`config.mk`:
```
export PLATFORM = sky130hd
export DESIGN_NAME = mem_port_arbiter_flat
export DESIGN_NICKNAME = d
export VERILOG_FILES = /design/src/rtl/mem_port_arbiter_if.sv /design/src/rtl/mem_port_arbiter.sv /design/src/flat_wrapper.sv
export SDC_FILE = /design/constraint.sdc
export NUM_CORES = 1
export LEC_CHECK = 0
export ABC_AREA = 1
export ABC_CLOCK_PERIOD_IN_PS = 1600
export CORE_AREA = 2 2 159 114
export CTS_CLUSTER_DIAMETER = 200
export DETAILED_ROUTE_END_ITERATION = 7
export DIE_AREA = 0 0 161 116
export HOLD_SLACK_MARGIN = 0.15
export PLACE_DENSITY = 0.8
export SYNTH_ARGS = -nofsm -noshare
export SYNTH_HDL_FRONTEND = slang
export SYNTH_SLANG_ARGS = --single-unit
```
`constraint.sdc`:
```
create_clock -name i_clk -period 1.6 [get_ports i_clk]
set_clock_uncertainty 0.15 [all_clocks]
set_input_delay 0.24 -clock i_clk [delete_from_list [all_inputs] [get_ports i_clk]]
set_output_delay 0.24 -clock i_clk [all_outputs]
set_load 0.005 [all_outputs]
```
`src/rtl/mem_port_arbiter_if.sv`:
```
// Bundle of the instruction-fetch port, data port, shared memory bus and stall
// requests seen by the memory port arbiter.
interface mem_port_arbiter_if #(
  parameter int WIDTH = 32
);
  logic             i_if_req;
  logic [WIDTH-1:0] i_if_addr;
  logic [WIDTH-1:0] o_if_rdata;
  logic             o_if_valid;
  logic             o_if_err;

  logic             i_d_req;
  logic             i_d_we;
  logic [WIDTH-1:0] i_d_addr;
  logic [WIDTH-1:0] i_d_wdata;
  logic [3:0]       i_d_byteen;
  logic [WIDTH-1:0] o_d_rdata;
  logic             o_d_valid;
  logic             o_d_err;

  logic             o_mem_req;
  logic [WIDTH-1:0] o_mem_addr;
  logic [WIDTH-1:0] o_mem_write_data;
  logic [3:0]       o_mem_byteen;
  logic             o_mem_write_enable;
  logic             o_mem_read_enable;
  logic             i_mem_ready;
  logic [WIDTH-1:0] i_mem_read_data;

  logic             o_stall_if;
  logic             o_stall_mem;

  // The arbiter masters the shared bus; the environment (pipeline + memory) is the slave side.
  modport master (
    input  i_if_req, i_if_addr, i_d_req, i_d_we, i_d_addr, i_d_wdata, i_d_byteen,
           i_mem_ready, i_mem_read_data,
    output o_if_rdata, o_if_valid, o_if_err, o_d_rdata, o_d_valid, o_d_err,
           o_mem_req, o_mem_addr, o_mem_write_data, o_mem_byteen,
           o_mem_write_enable, o_mem_read_enable, o_stall_if, o_stall_mem
  );

  modport slave (
    output i_if_req, i_if_addr, i_d_req, i_d_we, i_d_addr, i_d_wdata, i_d_byteen,
           i_mem_ready, i_mem_read_data,
    input  o_if_rdata, o_if_valid, o_if_err, o_d_rdata, o_d_valid, o_d_err,
           o_mem_req, o_mem_addr, o_mem_write_data, o_mem_byteen,
           o_mem_write_enable, o_mem_read_enable, o_stall_if, o_stall_mem
  );
endinterface

```
`src/rtl/mem_port_arbiter.sv`:
```
// Arbitrates a single memory bus between instruction fetch and data accesses,
// data first, with a per-transfer wait-state timeout that aborts with an error.
module mem_port_arbiter #(
  parameter int WIDTH   = 32,
  parameter int TIMEOUT = 16
) (
  input  logic                i_clk,
  input  logic                i_reset,
  mem_port_arbiter_if.master  bus
);
  localparam int WAIT_W = (TIMEOUT > 1) ? $clog2(TIMEOUT) : 1;
  localparam logic [WAIT_W-1:0] WAIT_LAST = WAIT_W'(TIMEOUT - 1);

  typedef enum logic [1:0] {IDLE, BUSY_I, BUSY_D} state_t;

  state_t            r_state;
  state_t            w_next_state;
  logic [WIDTH-1:0]  r_addr;
  logic [WIDTH-1:0]  r_wdata;
  logic [3:0]        r_byteen;
  logic              r_we;
  logic [WAIT_W-1:0] r_wait;
  logic [WIDTH-1:0]  r_if_rdata;
  logic              r_if_valid;
  logic              r_if_err;
  logic [WIDTH-1:0]  r_d_rdata;
  logic              r_d_valid;
  logic              r_d_err;

  logic w_busy;
  logic w_d_elig;
  logic w_if_elig;
  logic w_grant_d;
  logic w_grant_i;
  logic w_done;
  logic w_abort;

  // A requester is masked during its own valid cycle so a still-held request is not re-granted.
  assign w_d_elig  = bus.i_d_req  & ~r_d_valid;
  assign w_if_elig = bus.i_if_req & ~r_if_valid;
  assign w_busy    = (r_state == BUSY_I) || (r_state == BUSY_D);

  always_comb begin
    w_next_state = r_state;
    w_grant_d    = 1'b0;
    w_grant_i    = 1'b0;
    w_done       = 1'b0;
    w_abort      = 1'b0;
    case (r_state)
      IDLE: begin
        if (w_d_elig) begin
          w_grant_d    = 1'b1;
          w_next_state = BUSY_D;
        end else if (w_if_elig) begin
          w_grant_i    = 1'b1;
          w_next_state = BUSY_I;
        end
      end
      BUSY_I, BUSY_D: begin
        if (bus.i_mem_ready) begin
          w_done       = 1'b1;
          w_next_state = IDLE;
        end else if (r_wait == WAIT_LAST) begin
          w_abort      = 1'b1;
          w_next_state = IDLE;
        end
      end
      default: w_next_state = IDLE;
    endcase
  end

  always_ff @(posedge i_clk) begin
    if (i_reset) r_state <= IDLE;
    else         r_state <= w_next_state;
  end

  always_ff @(posedge i_clk) begin
    if (i_reset) begin
      r_addr     <= '0;
      r_wdata    <= '0;
      r_byteen   <= '0;
      r_we       <= 1'b0;
      r_wait     <= '0;
      r_if_rdata <= '0;
      r_if_valid <= 1'b0;
      r_if_err   <= 1'b0;
      r_d_rdata  <= '0;
      r_d_valid  <= 1'b0;
      r_d_err    <= 1'b0;
    end else begin
      r_if_valid <= 1'b0;
      r_if_err   <= 1'b0;
      r_d_valid  <= 1'b0;
      r_d_err    <= 1'b0;
      if (w_grant_d) begin
        r_addr   <= bus.i_d_addr;
        r_wdata  <= bus.i_d_wdata;
        r_byteen <= bus.i_d_byteen;
        r_we     <= bus.i_d_we;
        r_wait   <= '0;
      end else if (w_grant_i) begin
        r_addr   <= bus.i_if_addr;
        r_wdata  <= '0;
        r_byteen <= 4'hF;
        r_we     <= 1'b0;
        r_wait   <= '0;
      end else if (w_busy && !w_done && !w_abort) begin
        r_wait   <= r_wait + WAIT_W'(1);
      end
      if (w_done) begin
        if (r_state == BUSY_I) begin
          r_if_rdata <= bus.i_mem_read_data;
          r_if_valid <= 1'b1;
        end else begin
          // Stores leave the last load result visible.
          if (!r_we) r_d_rdata <= bus.i_mem_read_data;
          r_d_valid <= 1'b1;
        end
      end else if (w_abort) begin
        if (r_state == BUSY_I) begin
          r_if_rdata <= '0;
          r_if_valid <= 1'b1;
          r_if_err   <= 1'b1;
        end else begin
          r_d_rdata  <= '0;
          r_d_valid  <= 1'b1;
          r_d_err    <= 1'b1;
        end
      end
    end
  end

  assign bus.o_mem_req          = w_busy;
  assign bus.o_mem_addr         = w_busy ? r_addr   : '0;
  assign bus.o_mem_write_data   = w_busy ? r_wdata  : '0;
  assign bus.o_mem_byteen       = w_busy ? r_byteen : '0;
  assign bus.o_mem_write_enable = w_busy &  r_we;
  assign bus.o_mem_read_enable  = w_busy & ~r_we;

  assign bus.o_if_rdata  = r_if_rdata;
  assign bus.o_if_valid  = r_if_valid;
  assign bus.o_if_err    = r_if_err;
  assign bus.o_d_rdata   = r_d_rdata;
  assign bus.o_d_valid   = r_d_valid;
  assign bus.o_d_err     = r_d_err;

  assign bus.o_stall_if  = bus.i_if_req & ~r_if_valid;
  assign bus.o_stall_mem = bus.i_d_req  & ~r_d_valid;
endmodule

```
`src/flat_wrapper.sv`:
```
// flat-port wrapper written by rule: the top's interface ports become plain ports
module mem_port_arbiter_flat 
#(
  parameter int WIDTH   = 32,
  parameter int TIMEOUT = 16
)
  (i_clk, i_reset, bus_i_if_req, bus_i_if_addr, bus_i_d_req, bus_i_d_we, bus_i_d_addr, bus_i_d_wdata, bus_i_d_byteen, bus_i_mem_ready, bus_i_mem_read_data, bus_o_if_rdata, bus_o_if_valid, bus_o_if_err, bus_o_d_rdata, bus_o_d_valid, bus_o_d_err, bus_o_mem_req, bus_o_mem_addr, bus_o_mem_write_data, bus_o_mem_byteen, bus_o_mem_write_enable, bus_o_mem_read_enable, bus_o_stall_if, bus_o_stall_mem);
  mem_port_arbiter_if #(.WIDTH(WIDTH)) bus_i ();
  input  logic i_clk;
  input  logic i_reset;
  input wire logic [$bits(bus_i.i_if_req)-1:0] bus_i_if_req;
  input wire logic [$bits(bus_i.i_if_addr)-1:0] bus_i_if_addr;
  input wire logic [$bits(bus_i.i_d_req)-1:0] bus_i_d_req;
  input wire logic [$bits(bus_i.i_d_we)-1:0] bus_i_d_we;
  input wire logic [$bits(bus_i.i_d_addr)-1:0] bus_i_d_addr;
  input wire logic [$bits(bus_i.i_d_wdata)-1:0] bus_i_d_wdata;
  input wire logic [$bits(bus_i.i_d_byteen)-1:0] bus_i_d_byteen;
  input wire logic [$bits(bus_i.i_mem_ready)-1:0] bus_i_mem_ready;
  input wire logic [$bits(bus_i.i_mem_read_data)-1:0] bus_i_mem_read_data;
  output wire logic [$bits(bus_i.o_if_rdata)-1:0] bus_o_if_rdata;
  output wire logic [$bits(bus_i.o_if_valid)-1:0] bus_o_if_valid;
  output wire logic [$bits(bus_i.o_if_err)-1:0] bus_o_if_err;
  output wire logic [$bits(bus_i.o_d_rdata)-1:0] bus_o_d_rdata;
  output wire logic [$bits(bus_i.o_d_valid)-1:0] bus_o_d_valid;
  output wire logic [$bits(bus_i.o_d_err)-1:0] bus_o_d_err;
  output wire logic [$bits(bus_i.o_mem_req)-1:0] bus_o_mem_req;
  output wire logic [$bits(bus_i.o_mem_addr)-1:0] bus_o_mem_addr;
  output wire logic [$bits(bus_i.o_mem_write_data)-1:0] bus_o_mem_write_data;
  output wire logic [$bits(bus_i.o_mem_byteen)-1:0] bus_o_mem_byteen;
  output wire logic [$bits(bus_i.o_mem_write_enable)-1:0] bus_o_mem_write_enable;
  output wire logic [$bits(bus_i.o_mem_read_enable)-1:0] bus_o_mem_read_enable;
  output wire logic [$bits(bus_i.o_stall_if)-1:0] bus_o_stall_if;
  output wire logic [$bits(bus_i.o_stall_mem)-1:0] bus_o_stall_mem;
  assign bus_i.i_if_req = bus_i_if_req;
  assign bus_i.i_if_addr = bus_i_if_addr;
  assign bus_i.i_d_req = bus_i_d_req;
  assign bus_i.i_d_we = bus_i_d_we;
  assign bus_i.i_d_addr = bus_i_d_addr;
  assign bus_i.i_d_wdata = bus_i_d_wdata;
  assign bus_i.i_d_byteen = bus_i_d_byteen;
  assign bus_i.i_mem_ready = bus_i_mem_ready;
  assign bus_i.i_mem_read_data = bus_i_mem_read_data;
  assign bus_o_if_rdata = bus_i.o_if_rdata;
  assign bus_o_if_valid = bus_i.o_if_valid;
  assign bus_o_if_err = bus_i.o_if_err;
  assign bus_o_d_rdata = bus_i.o_d_rdata;
  assign bus_o_d_valid = bus_i.o_d_valid;
  assign bus_o_d_err = bus_i.o_d_err;
  assign bus_o_mem_req = bus_i.o_mem_req;
  assign bus_o_mem_addr = bus_i.o_mem_addr;
  assign bus_o_mem_write_data = bus_i.o_mem_write_data;
  assign bus_o_mem_byteen = bus_i.o_mem_byteen;
  assign bus_o_mem_write_enable = bus_i.o_mem_write_enable;
  assign bus_o_mem_read_enable = bus_i.o_mem_read_enable;
  assign bus_o_stall_if = bus_i.o_stall_if;
  assign bus_o_stall_mem = bus_i.o_stall_mem;
  mem_port_arbiter #(.WIDTH(WIDTH), .TIMEOUT(TIMEOUT)) u_core (.i_clk(i_clk), .i_reset(i_reset), .bus(bus_i));
endmodule
```
==> results of run 1 <==
[cells in the final DEF (no fill, tap or decap), types with 5 or more instances in the layout]
cell               n
inv_1             65
dfxtp_2           17
dlymetal6s2s_1    72
inv_2             42
buf_12            22
nand2_4           26
clkdlybuf4s50_1  137
clkbuf_2          23
nand4_1           21
nor2_1            74
clkinvlp_4         5
buf_4             35
buf_2             21
nor2_2             6
a21oi_1           10
nor2_4             5
nand2_2           46
nand3_1          100
inv_6              6
buf_6             40
nand2_1          322
clkbuf_16         25
o21ai_1           30
dfxtp_1          126
[synthesized netlist by cell type (2+ instances only)]
master / count
nand2_1: 390
o21ai_0: 27
nand3_1: 100
nor2_1: 82
ha_1: 3
inv_2: 5
buf_4: 5
o21ai_1: 7
buf_2: 17
nand2_2: 4
clkbuf_1: 31
buf_1: 3
inv_1: 106
dfxtp_1: 143
buf_6: 7
a21oi_1: 10
nand4_1: 21
nor2_2: 2
[sequential cells by signal, summed over array words and instances (netlist names)]
signal                 flops
u_core.bus.o_d_rdata      32
u_core.bus.o_if_rdata     32
u_core.r_addr             32
u_core.r_wdata            32
u_core.r_byteen            4
u_core.r_wait              4
u_core.r_state             2
u_core.bus.o_d_err         1
u_core.bus.o_d_valid       1
u_core.bus.o_if_err        1
u_core.bus.o_if_valid      1
u_core.r_we                1
[worst paths after layout]
check                                        from                        to  slack [ns]  cells past startpoint
worst max-delay path            u_core.r_state[1]  bus_o_mem_write_data[19]       -0.48                      8
worst min-delay path            bus_i_d_wdata[31]        u_core.r_wdata[31]        0.23                      3
worst max register to register  u_core.r_state[0]  u_core.bus.o_d_rdata[25]       -0.43                     12
worst min register to register  u_core.r_addr[10]         u_core.r_addr[10]        0.30                      2
[worst max-delay path, cell delays in order, from the launching register on]
cell	delay, ns
dfxtp_2	0.33
inv_2	0.05
ha_4	0.29
buf_6	0.12
buf_4	0.12
buf_6	0.12
nand2_2	0.05
inv_1	0.07
clkbuf_2	0.12
[cells by family after synthesis]
logic type | count (synthesis) | synth area share [%]
buf+inv | 175 | 11.8
fa+ha+maj | 3 | 0.587
compound gates | 46 | 3.84
simple gates | 604 | 38.9
xor+xnor | 1 | 0.137
flops | 143 | 44.8
[report_power, final]
group          leakage [nW]  switching [mW]  total (mW)  internal [mW]
Combinational          5.55            2.67        5.39           2.73
Sequential             1.18           0.334        4.40           4.06
Clock                 0.276            1.66        4.04           2.37
[routing by layer]
layer	track usage (%)	vias to the layer above	routed length, um
met5	0	-	0
met2	37.9	278	11500
met4	5.89	0	363
met3	5.83	32	1830
li1	-	3630	-
met1	29.6	3360	10700
[through the flow]
stage	utilization [%]	TNS (ns)	area (um^2)	total power [mW]	setup WS [ns]
floorplan	-	-3.13	6450	6.28	-0.0610
global placement	57.3	-51.97	9740	8.20	-0.327
detailed placement	57.3	-56.25	9740	8.25	-0.354
CTS	61.8	-68.27	10500	12.5	-0.761
global route	66.8	-66.02	11400	14.5	-0.548
finish	66.8	-54.49	11400	13.8	-0.480
[layout make-up]
cell class | instances | share of cell area, %
Timing Repair Buffer | 365 | 35.2
Tap cell | 231 | 2.54
Inverter | 112 | 3.83
Sequential cell | 143 | 25.4
Clock inverter | 13 | 1.34
Clock buffer | 19 | 3.90
Multi-Input combinational cell | 654 | 27.8
[repair_timing]
action | 4_1_cts | 5_1_grt
resized for setup | 175 | 353
cloned | 4 | 13
buffers inserted | 7 | 20
pin swaps | 5 | 40
setup endpoints to repair | 225 | 284
==> flow_summary.yaml, run 1 <==
floorplan:
  initial_utilization_pct: 37.6
  dieArea_um2: 18700
  die_h_um: 116
  chipWidth_um: 161
  num_rows: 40
  coreArea_um2: 17000
  ioPinCount: 279
cts:
  cts_hold_buf: 0
  tritoncts: "yes"
  clk_latency_ns: 0.42
  cts.clk_slew.worst_paths_ns: 0.07
  cts_inserted_buffers: 17
  clock-root-buffer: "clkbuf_16"
  htree_levels: 4
  cts_sinks: 143
  clock_path_buffers: 2
synth:
  synth_area_leader_cell: "dfxtp_1"
  synth_nets: 1113
  synth_cell_type_count: 27
  synth-async-reset-ratio_pct: 0
  synth_area_um2: 6390
  synth_edf_count: 0
  ys_ff_latch: 143
  ys.flop_type: "dfxtp_1"
  ys_warn_count: 0
  seq_area_frac_synth_pct: 44.8
  netlist_top_cells_area: "dfxtp_1, nand2_1, nand3_1"
  synthCells: 972
  synth_top_area_share_pct: 44.8
  avgSynthCellArea_um2: 6.58
sta:
  final.setup.worst_slack_ns: -0.480
  rsz0062_at_grt: "true"
  worst_hold_slack_ns: 0.232
  finalWorstPathRequiredPeriod_ns: 2.08
  max_freq_mhz: 481
  tightest_slew_ns: 0.352
  finalSetupViolations: 143
  slew_headroom_pct: 76.5
  hold_viol_final: 0
  slew_violations: 0
  timing.final.crit_share_pct: 130
detailed_routing:
  wl_per_cell_um: 15.8
  via_count: 7300
  antenna_left: 0
  drc: 0
  drt_iter0_drc: 551
  finalWirelength_um: 24400
  drt_first_pass_iters: 7
  viasPerCell: 4.75
power:
  ir_drop_uv: 742
  p_leak_nw: 7.00
  power_density_nw_per_um2: 1220
place:
  dp.cells: 1463
  io_buffers: 278
  hpwl_um: 14900
  place.gp.congestion: 0.856
global_routing:
  grt.overflow.total: 0
  grt_antenna_before_repair: 0
  grt_usage_pct: 22.7
  grt_pass1_wl_um: 33800
  grt_pass1_vias: 6708
  grt_max_degree: 67
finish:
  multi_input_area_um2: 3160
  syn_to_final_growth_pct: 77.8
  n_fill_cell: 1419
  drive_gt1_share_pct: 26.0
  final_nets: 1434
  regArea_um2: 2880
  instances_no_fill: 1537
  antenna_cells: 0
flow_run:
  maxCapViolCount: 0
critical_path:
  crit_path_end_kind: "output pin"
  critPathRequiredTime_ns: 1.21
  crit_path_max_fanout: 5
  crit_path_start_kind: "register"
  critPathKind: "register to output pin"
  crit_arrival_ns: 1.69
status:
  outcome: "finished, violations left"
  violations: "negative setup slack"
hold_path:
  worstHoldPathType: "input pin to register"
No activity file was read; power rests on OpenSTA's default activity.
==> run 2, diff against run 1 <==
--- a/config.mk
+++ b/config.mk
@@ -7,12 +7,13 @@
 export LEC_CHECK = 0
 export ABC_AREA = 1
 export ABC_CLOCK_PERIOD_IN_PS = 1600
-export CORE_AREA = 2 2 159 114
+export CORE_AREA = 2 2 133 135
 export CTS_CLUSTER_DIAMETER = 200
 export DETAILED_ROUTE_END_ITERATION = 7
-export DIE_AREA = 0 0 161 116
+export DIE_AREA = 0 0 135 137
 export HOLD_SLACK_MARGIN = 0.15
-export PLACE_DENSITY = 0.8
+export PLACE_DENSITY = 0.81
 export SYNTH_ARGS = -nofsm -noshare
 export SYNTH_HDL_FRONTEND = slang
 export SYNTH_SLANG_ARGS = --single-unit
+export TNS_END_PERCENT = 10
==> run 2 against run 1 <==
Net effect:
- the flow still finishes with violations (negative setup slack)
- worst setup slack lost 0.11 ns
- critical path depth grew 1
- count of clock-buffer cells in the layout is the same
- sequential share of layout area grew 0.70 points
- sequential cell count is the same
- design area shrank 2.9%
- combinational power shrank 7.2%
- non-clock buffer count grew 4
- clock power grew 3%
- via count grew 0.53%
- global-route usage grew 0.65 points
==> flow_summary.yaml, run 2 (synthesis results as in run 1) <==
place:
  place.gp.congestion: 0.863
  hpwl_um: 15700
  pre_cts_slack_ns: -0.389
  io_buffers: 278
detailed_routing:
  finalWirelength_um: 22800
  drc: 0
  wl_per_cell_um: 14.9
  antenna_left: 0
  viasPerCell: 4.78
  drt_first_pass_iters: 5
  drt_iter0_drc: 352
  via_count: 7339
floorplan:
  chipWidth_um: 135
  initial_utilization_pct: 37.5
  coreArea_um2: 17100
  ioPinCount: 279
  num_rows: 48
  dieArea_um2: 18500
  die_h_um: 137
critical_path:
  crit_path_top_delay_cell: "dfxtp_2"
  r2r_cells: 13
  crit_path_start_kind: "register"
  crit_path_end_kind: "output pin"
  critPathMaxStageDelay_ns: 0.34
  critPathRequiredTime_ns: 1.21
  cpMostUsedCell: "buf_12"
  path_cells: "inv_2, ha_4, buf_12, buf_12, buf_12, buf_6, nand2_2, inv_1, buf_2"
  timing.reg2reg.setup_slack_ns: -0.45
  crit_arrival_ns: 1.80
  crit_path_max_fanout: 6
  critPathKind: "register to output pin"
cts:
  cts_inserted_buffers: 17
  clock-root-buffer: "clkbuf_16"
  cts_sinks: 143
  tritoncts: "yes"
  clock_path_buffers: 2
  cts.clk_slew.worst_paths_ns: 0.06
  clk_latency_ns: 0.41
  htree_levels: 4
power:
  power_density_nw_per_um2: 1230
  p_leak_nw: 5.94
  ir_drop_uv: 739
  total_power_mw: 13.6
sta:
  tightest_slew_ns: 0.344
  final.setup.worst_slack_ns: -0.589
  slew_violations: 0
  hold_viol_final: 0
  rsz0062_at_grt: "true"
  finalWorstPathRequiredPeriod_ns: 2.19
  slew_headroom_pct: 77.0
  max_freq_mhz: 457
  fin_setup_tns_ns: -57.71
  timing.final.crit_share_pct: 137
  finalSetupViolations: 146
finish:
  mostFrequentLayoutCells: "nand2_1, clkdlybuf4s50_1, dfxtp_1, nand3_1, dlygate4sd2_1"
  syn_to_final_growth_pct: 72.6
  mostFrequentLayoutCell: "nand2_1"
  antenna_cells: 0
  drive_gt1_share_pct: 26.8
  final_nets: 1438
global_routing:
  grt_pass1_wl_um: 33900
  grt.overflow.total: 0
  grt_max_degree: 57
  grt_antenna_before_repair: 0
  grt_pass1_vias: 6934
  grt_usage_pct: 23.4
hold_path:
  worstHoldPathType: "input pin to register"
  hold_path_depth: 3
status:
  violations: "negative setup slack"
  outcome: "finished, violations left"
flow_run:
  maxCapViolCount: 0
==> run 2: cell count changes in the layout (fill, tap and decap cells not counted), moves of 6 or more <==
cell | previous run | this run
dlygate4sd2_1 | 0 | 70
dlymetal6s2s_1 | 72 | 0
clkbuf_2 | 23 | 15
buf_4 | 35 | 46
nor2_2 | 6 | 12
nand2_4 | 26 | 20
clkbuf_16 | 25 | 18
==> run 2: worst max-delay path, delay by kind of cell (launching register included) <==
kind	cells	cell delay [ns]
DFF	1	0.34
buffers and inverters	7	0.70
adders and majority gates	1	0.30
and+or+nand+nor	1	0.05
==> run 2: report_power, final <==
group | switching [mW] | internal, mW
Sequential | 0.347 | 4.06
Clock | 1.56 | 2.61
Combinational | 2.46 | 2.55
Total | 4.36 | 9.22
==> run 2: final timing paths <==
path | to | start
hold reg to reg | u_core.r_addr[30] | u_core.r_addr[30]
hold / removal | u_core.r_wdata[15] | bus_i_d_wdata[15]
setup reg to reg | u_core.bus.o_d_rdata[10] | u_core.r_state[0]
setup / recovery | bus_o_mem_write_data[29] | u_core.r_state[0]
==> run 2: timing repair <==
item | 4_1_cts | 5_1_grt
endpoints found under the setup margin | 224 | 215
setup buffers | 19 | 2
gates resized for setup | 382 | 167
hold buffers | 0 | 0
pin swaps | 21 | 17
cloned | 5 | 1
==> run 2: per-layer routing <==
layer | up-vias | track usage, % | wire length, um
li1 | 3620 | - | -
met1 | 3333 | 25.4 | 8590
met2 | 330 | 42.8 | 11700
met3 | 56 | 6.48 | 1840
met4 | 0 | 9.78 | 697
met5 | - | 0 | 0
==> run 2: final cells by class <==
| class | instances | area (um^2) |
|---|---|---|
| Clock buffer | 19 | 433 |
| Clock inverter | 13 | 188 |
| Fill cell | 1450 | 6020 |
| Inverter | 112 | 443 |
| Multi-Input combinational cell | 654 | 3150 |
| Sequential cell | 143 | 2880 |
| Tap cell | 225 | 282 |
| Timing Repair Buffer | 369 | 3660 |
==> run 2: stage by stage <==
step / instances / hold WS (ns) / area [um^2] / util (%)
2_1_floorplan: 972 / 0.228 / 6450 / -
3_3_place_gp: 1478 / 0.278 / 9900 / 58.1
3_5_place_dp: 1478 / 0.286 / 9900 / 58.1
4_1_cts: 1534 / 0.216 / 10800 / 63.2
5_1_grt: 1535 / 0.231 / 11000 / 64.7
6_report: 1535 / 0.236 / 11000 / 64.7
